### src/rtl/contador_dec_nb_if.sv
// rtl/contador_dec_nb_if.sv - control/status bundle for the loadable down-counter
//
// Purpose: groups the counter's command inputs and status outputs so the
// counter and its driver connect through one port.
// Signals:
//   i_Load    load i_Dato into count and reload register
//   i_Dato    n-bit unsigned load value
//   i_Start   start / resume counting
//   i_Stop    pause counting
//   i_Dec     decrement enable, one step per cycle
//   o_Cta     current count (registered)
//   o_Cero    count is zero
//   o_Fin     one-cycle terminal-count pulse
//   o_Ocupado counter is running or paused
// Modports: master drives commands and observes status, slave is the counter.
interface contador_dec_nb_if #(
  parameter int n = 8
);
  logic         i_Load;
  logic [n-1:0] i_Dato;
  logic         i_Start;
  logic         i_Stop;
  logic         i_Dec;
  logic [n-1:0] o_Cta;
  logic         o_Cero;
  logic         o_Fin;
  logic         o_Ocupado;

  modport master (
    output i_Load, i_Dato, i_Start, i_Stop, i_Dec,
    input  o_Cta, o_Cero, o_Fin, o_Ocupado
  );

  modport slave (
    input  i_Load, i_Dato, i_Start, i_Stop, i_Dec,
    output o_Cta, o_Cero, o_Fin, o_Ocupado
  );
endinterface

### src/rtl/contador_dec_nb.sv
// rtl/contador_dec_nb.sv - loadable down-counter with start/stop/pause and optional auto-reload
//
// Purpose: n-bit down-counter controlled by a four-state FSM (IDLE, RUN,
// PAUSE, DONE). A load writes both the count and a reload register; the
// reload register restarts the count from DONE or, with AUTO_RECARGA=1,
// at every terminal count while running.
// Ports:
//   i_Clk  rising-edge clock
//   i_Rst  asynchronous active-low reset
//   bus    contador_dec_nb_if.slave (commands in, count/status out)
// Parameters:
//   n            counter width, 2..16
//   AUTO_RECARGA 1 = reload and keep running at terminal count
module contador_dec_nb #(
  parameter int n            = 8,
  parameter bit AUTO_RECARGA = 1'b0
) (
  input  logic                 i_Clk,
  input  logic                 i_Rst,
  contador_dec_nb_if.slave     bus
);

  typedef enum logic [1:0] {
    IDLE  = 2'd0,
    RUN   = 2'd1,
    PAUSE = 2'd2,
    DONE  = 2'd3
  } state_t;

  localparam logic [n-1:0] UNO = {{(n-1){1'b0}}, 1'b1};

  state_t       state;
  logic [n-1:0] cta;
  logic [n-1:0] recarga;
  logic         fin;
  logic         ocupado;

  always_ff @(posedge i_Clk or negedge i_Rst) begin
    if (!i_Rst) begin
      state   <= IDLE;
      cta     <= '0;
      recarga <= '0;
      fin     <= 1'b0;
      ocupado <= 1'b0;
    end else begin
      fin <= 1'b0;
      if (bus.i_Load) begin
        // Load overrides everything, including a pending start.
        cta     <= bus.i_Dato;
        recarga <= bus.i_Dato;
        state   <= IDLE;
        ocupado <= 1'b0;
      end else begin
        case (state)
          IDLE: begin
            if (bus.i_Start && (cta != '0)) begin
              state   <= RUN;
              ocupado <= 1'b1;
            end
          end
          RUN: begin
            if (bus.i_Stop) begin
              // Stop wins over a same-cycle decrement.
              state <= PAUSE;
            end else if (bus.i_Dec) begin
              if (cta > UNO) begin
                cta <= cta - UNO;
              end else if (cta == UNO) begin
                fin <= 1'b1;
                if (AUTO_RECARGA) begin
                  // Jump straight to the reload value so 0 is never shown.
                  cta <= recarga;
                end else begin
                  cta     <= '0;
                  state   <= DONE;
                  ocupado <= 1'b0;
                end
              end
            end
          end
          PAUSE: begin
            if (bus.i_Start && !bus.i_Stop) begin
              state <= RUN;
            end
          end
          DONE: begin
            if (bus.i_Start && (recarga != '0)) begin
              cta     <= recarga;
              state   <= RUN;
              ocupado <= 1'b1;
            end
          end
          default: begin
            state   <= IDLE;
            ocupado <= 1'b0;
          end
        endcase
      end
    end
  end

  assign bus.o_Cta     = cta;
  assign bus.o_Cero    = (cta == '0);
  assign bus.o_Fin     = fin;
  assign bus.o_Ocupado = ocupado;

endmodule

### src/flat_wrapper.sv
// flat-port wrapper written by rule: the top's interface ports become plain ports
module contador_dec_nb_flat 
#(
  parameter int n            = 8,
  parameter bit AUTO_RECARGA = 1'b0
)
  (i_Clk, i_Rst, bus_i_Load, bus_i_Dato, bus_i_Start, bus_i_Stop, bus_i_Dec, bus_o_Cta, bus_o_Cero, bus_o_Fin, bus_o_Ocupado);
  contador_dec_nb_if #(.n(n)) bus_i ();
  input  logic i_Clk;
  input  logic i_Rst;
  input wire logic [$bits(bus_i.i_Load)-1:0] bus_i_Load;
  input wire logic [$bits(bus_i.i_Dato)-1:0] bus_i_Dato;
  input wire logic [$bits(bus_i.i_Start)-1:0] bus_i_Start;
  input wire logic [$bits(bus_i.i_Stop)-1:0] bus_i_Stop;
  input wire logic [$bits(bus_i.i_Dec)-1:0] bus_i_Dec;
  output wire logic [$bits(bus_i.o_Cta)-1:0] bus_o_Cta;
  output wire logic [$bits(bus_i.o_Cero)-1:0] bus_o_Cero;
  output wire logic [$bits(bus_i.o_Fin)-1:0] bus_o_Fin;
  output wire logic [$bits(bus_i.o_Ocupado)-1:0] bus_o_Ocupado;
  assign bus_i.i_Load = bus_i_Load;
  assign bus_i.i_Dato = bus_i_Dato;
  assign bus_i.i_Start = bus_i_Start;
  assign bus_i.i_Stop = bus_i_Stop;
  assign bus_i.i_Dec = bus_i_Dec;
  assign bus_o_Cta = bus_i.o_Cta;
  assign bus_o_Cero = bus_i.o_Cero;
  assign bus_o_Fin = bus_i.o_Fin;
  assign bus_o_Ocupado = bus_i.o_Ocupado;
  contador_dec_nb #(.n(n), .AUTO_RECARGA(AUTO_RECARGA)) u_core (.i_Clk(i_Clk), .i_Rst(i_Rst), .bus(bus_i));
endmodule
### config.mk
export PLATFORM = sky130hd
export DESIGN_NAME = contador_dec_nb_flat
export DESIGN_NICKNAME = d
export VERILOG_FILES = /design/src/rtl/contador_dec_nb_if.sv /design/src/rtl/contador_dec_nb.sv /design/src/flat_wrapper.sv
export SDC_FILE = /design/constraint.sdc
export NUM_CORES = 1
export LEC_CHECK = 0
export ABC_AREA = 1
export CAP_MARGIN = 15
export CORE_MARGIN = 3
export CORE_UTILIZATION = 29
export DETAILED_ROUTE_END_ITERATION = 8
export DONT_BUFFER_PORTS = 1
export SLEW_MARGIN = 30
export SYNTH_ARGS = -nofsm -noshare
export SYNTH_HDL_FRONTEND = slang
export SYNTH_SLANG_ARGS = --single-unit
### constraint.sdc
create_clock -name i_Clk -period 3 [get_ports i_Clk]
set_input_delay 0.3 -clock i_Clk [delete_from_list [all_inputs] [get_ports i_Clk]]
set_output_delay 0.3 -clock i_Clk [all_outputs]
set_load 0.05 [all_outputs]
======== Word level (Yosys, flattened, before mapping) ========
Cells that the tools add are included.
word-level totals
  flip-flop bits (word level) ............. 20
  bits of input ports ..................... 14
  logic and storage cells ................. 65
operators by class
  add/subtract/negate cells ............... 1
  order comparisons ....................... 1
  equal/unequal tests ..................... 15
  multiplexer cells ....................... 30
  reductions and logical operators ........ 13
operators with widths
  kind                                                                   count
  8-bit 2-to-1 mux                                                       6
  2-bit 2-to-1 mux                                                       8
  8-bit case mux with 2 select lines                                     1
  8-bit nonzero test                                                     2
  1-bit 2-to-1 mux                                                       13
  3-bit by 2-bit != test with 1-bit output (second input constant)       4
  3-bit != test (second input constant)                                  3
  8-bit by 1-bit == test with 1-bit output (second input constant)       1
  8-bit by 1-bit > comparator with 1-bit output (second input constant)  1
  8-bit logical NOT                                                      1
  4-bit != test (second input constant)                                  2
  2-bit case mux with 4 select lines                                     1
  8-bit by 1-bit subtractor with 8-bit output (second input constant)    1
  7-bit AND reduction                                                    1
  6-bit AND reduction                                                    1
  5-bit AND reduction                                                    1
  2-bit == test (second input constant)                                  2
  4-bit by 2-bit != test with 1-bit output (second input constant)       1
  4-bit by 3-bit != test with 1-bit output (second input constant)       1
  4-bit nonzero test                                                     1
  1-bit logical AND                                                      3
  1-bit case mux with 3 select lines                                     1
  3-bit nonzero test                                                     1
  2-bit by 1-bit == test with 1-bit output (second input constant)       1
  2 further kinds                                                        2

======== Depth between registers and ports, before layout ========
  word-level depth ........................ 7
  gate-level depth with buffers ........... 10

======== Least setup slack after synthesis ========
OpenSTA, ideal clock, no wires.
  path kind ............................... flip-flop to flip-flop
  start ................................... register u_core.cta[0], in the netlist u_core.bus.o_Cta[0]
  end ..................................... register u_core.ocupado, in the netlist u_core.bus.o_Ocupado
  setup time .............................. 119 ps
  data arrival time ....................... 1846 ps
  slack ................................... 1035 ps
  cell stages (with the launch flop) ...... 10
  buffers on the path ..................... 0
  period minus slack after synthesis ...... 1965 ps
  cells stage by stage .................... dfrtp_1 -> inv_1 -> ha_1 -> nand2_1 -> nor2_2 -> nor2_1 -> nor2_1 -> nor2_1 -> nand3_1 -> nand2_1
between the ends
  cells in the longest elaborated chain, start to end .. 4
  elaborated cells between the ends (all ways) .. 8
  those cells by class .................... 1 x order compare; 4 x eq/ne; 3 x reduce/logical
RTL lines
  what                                                                                   RTL line               source
  start, declared                                                                        contador_dec_nb.sv:33  logic [n-1:0] cta;
  start signal, assigned                                                                 contador_dec_nb.sv:49  cta <= bus.i_Dato;
  start signal, assigned                                                                 contador_dec_nb.sv:67  cta <= cta - UNO;
  start signal, assigned                                                                 contador_dec_nb.sv:72  cta <= recarga;
  branches (longest 3 deep; another with 8-bit by 1-bit > comparator with 1-bit output)  n/a
  7-bit AND reduction (no line) *                                                        n/a
  end signal, assigned                                                                   contador_dec_nb.sv:52  ocupado <= 1'b0;
  end signal, assigned                                                                   contador_dec_nb.sv:58  ocupado <= 1'b1;
  end signal, assigned                                                                   contador_dec_nb.sv:76  ocupado <= 1'b0;
  end, declared                                                                          contador_dec_nb.sv:36  logic ocupado;
Mark *: on every way between the ends.
A chain may end at the register's enable or synchronous reset.

======== Worst setup path in the final report ========
  start ................................... register u_core.cta[0], in the netlist u_core.bus.o_Cta[0]
  end ..................................... output bus_o_Cero
between the ends
  cells in the longest elaborated chain, start to end .. 1
RTL lines
  what               RTL line                source
  8-bit logical NOT  contador_dec_nb.sv:103  assign bus.o_Cero = (cta == '0);
  end, declared      flat_wrapper.sv:17      output wire logic [$bits(bus_i.o_Cero)-1:0] bus_o_Cero;
Every way passes these cells.

==> metrics.txt <==
worst min-delay path class=input port to async pin; first-pass GRT wire length=5506 um; fmax=459.5 MHz; GP Congestion=approximately 0.84; Core Rows=23; CTS tree=done; CP Launch Type=flip-flop; Arrival @ worst endpoint=1.88 ns; Core Area=4202 sq um; IO Count=25; synthesized area per cell=a little under 7 sq um; hold slack final=-0.01643 ns; Vias=~1200; grt ovf=0; Layout Skew=0.003944 ns; Reg2Reg Depth=9; initial DRC count=49; # diodes=0; most common cell after layout, fill and taps aside=nand2_1; violated checks=negative hold slack; slowest stage delay, CP=0.59 ns; critical path buffer and inverter count=1; worst path cell trace=inv_1, ha_1, nand2_1, nor2_2; leakage=0.7584 nW; CTS clk-pin slew, worst paths=~0.080 ns; Synth cell types=23; P per Cell Area=972.1 nW/um^2; die width=between 70 and 80 um; total CTS buffers=3; Mapped Area=1324 sq um; Max Slew Vio Count=0; Cells after Synth=192; hold buffers post-CTS=1; Worst-Skew Late Latency=~0.26 ns; post-synthesis sequential area ratio=37.81%; Non-Filler Instances=approximately 240; die height=73.56 um; die area=5411 sq um; final-stage net count=roughly 210; largest net degree at the start of global routing=21; WP data required=about 2.7 ns; yosys warns=0; clock sink total=20; Synth area leaders=dfrtp_1 (38%), nand2_1 (21%), o21ai_0 (6.8%), nor2_1 (5.1%), inv_1 (4.5%); Routed WL=3198 um; Vias/cell=4.761; Fin. Hold Viols=20; I/O Buffers=0; CTS root buf=clkbuf_8; layout cell share with drive strength beyond 1=a little under a tenth; antenna-violating nets left=0; Synth top area share=between 30% and 40%; most frequent cells in the layout=nand2_1 (73), dfrtp_1 (20), nor2_1 (18), o21ai_0 (18), inv_1 (16); Yosys top cell by area=dfrtp_1; initial antenna violation count=0; Final Power=~1.4 mW; P&R area growth vs syn=8.790%; Post-DP HPWL=~2500 um; DRT Pass-1 Iters=5; outcome=finished with violations; R2R Path End=u_core.bus.o_Ocupado; post_cts resized=0; max-cap check violation count=0; Worst R2R Start=u_core.bus.o_Cta[0]; dpl cells=238; Setup Viol. Count Final=0; routed length per instance=13.16 um; total global-route track usage=a little over an eighth; # H-tree levels=1; Post CTS Setup Buffer Count=0; Crit Path Max Fanout=5; setup tns final=0 ns; Slowest-stage cell, CP=dfrtp_1; vias in the first global route=1132; max_slew headroom=55.90%; delay-heaviest family, CP=simple AND/OR/NAND/NOR gates; fin crit share=between 70 and 80%; actual slew at the worst max-slew pin=0.6608 ns; Reg2Reg Setup Slack=0.86 ns; post-synthesis net count=209; Critical Path End Type=output pin; Crit Path Category=flip-flop to output pin; residual DRC count=0; number of synthesized register bits=20; Place WS=0.8642 ns; # fillers=464; unrepaired setup endpoints after global routing=false; worst vdd ir=0.4350 mV; min Tclk post-route=2.176 ns; final setup margin=a little over 0.8 ns; Clock Tree Buf Depth=2; initial core utilization=between 30% and 40%
==> through the flow <==
step	area, sq um	hold slack (ns)	utilization [%]
after floorplan	1324	0.004409	-
after global routing	1440	0.01579	34.28
after global placement	1364	0.005204	32.46
after detailed placement	1364	0.005245	32.46
final	1440	-0.01643	34.28
after CTS	1445	0.09385	34.40
==> power breakdown <==
part | internal (mW) | switching [mW]
Combinational | 0.179 | 0.323
Clock | 0.178 | 0.0964
Sequential | 0.333 | 0.291
Total | 0.690 | 0.710
==> how the worst max path moves through the flow <==
stage                     slack, ns           startpoint                    to  cells after the start
after CTS                      0.81  u_core.bus.o_Cta[0]            bus_o_Cero                      4
after global placement         0.91  u_core.bus.o_Cta[0]  u_core.bus.o_Ocupado                      9
after global routing           0.68  u_core.bus.o_Cta[0]  u_core.bus.o_Ocupado                      9
after detailed placement       0.86  u_core.bus.o_Cta[0]  u_core.bus.o_Ocupado                      9
after floorplan                1.04  u_core.bus.o_Cta[0]  u_core.bus.o_Ocupado                      9
final                          0.82  u_core.bus.o_Cta[0]            bus_o_Cero                      4
==> routing by layer <==
metal	track usage (%)	share of wire (%)	wire, um	vias to the layer above
li1	-	-	-	608
met2	19.98	44	1408	27
met4	3.018	0.72	23	0
met3	3.830	6.9	221	2
met5	0	0	0	-
met1	18.59	48	1544	520
==> sequential cells by signal, summed over array words and instances (netlist names) <==
signal	flops
u_core.bus.o_Cta	8
u_core.bus.o_Fin	1
u_core.bus.o_Ocupado	1
u_core.recarga	8
u_core.state	2
==> synth_stat cells <==
| cell | count |
|---|---|
| a21boi_1 | 1 |
| a21oi_1 | 4 |
| buf_2 | 3 |
| buf_4 | 1 |
| dfrtp_1 | 20 |
| ha_1 | 3 |
| inv_1 | 16 |
| inv_2 | 1 |
| nand2_1 | 73 |
| nand2_2 | 5 |
| nand2_4 | 1 |
| nand3_1 | 8 |
| nand4_1 | 4 |
| nor2_1 | 18 |
| nor2_2 | 3 |
| nor2_4 | 2 |
| nor2_8 | 1 |
| nor3_1 | 3 |
| o21a_1 | 2 |
| o21ai_0 | 18 |
| o21bai_1 | 2 |
| xnor2_1 | 1 |
| xor2_1 | 2 |
==> layout make-up <==
| type | count | area, sq um | area share, % |
|---|---|---|---|
| Clock buffer | 3 | 41.29 | 2.867 |
| Clock inverter | 1 | 30.03 | 2.085 |
| Inverter | 17 | 63.81 | 4.431 |
| Multi-Input combinational cell | 151 | 737.0 | 51.17 |
| Sequential cell | 20 | 500.5 | 34.75 |
| Tap cell | 50 | 62.56 | 4.344 |
| Timing Repair Buffer | 1 | 5.005 | 0.3475 |
==> cell families (layout without fill, tap and decap cells) <==
| logic type | Yosys count | count (layout) | share of synthesized area (%) |
|---|---|---|---|
| adder cells (fa/ha/maj) | 3 | 3 | 2.836 |
| XOR/XNOR | 3 | 3 | 1.985 |
| flip-flops | 20 | 20 | 37.81 |
| AND/OR/NAND/NOR | 118 | 118 | 39.70 |
| AO/OA/AOI/OAI | 27 | 27 | 11.15 |
| buffers and inverters | 21 | 22 | 6.522 |
Note: power is estimated with default switching activity, not from simulation.
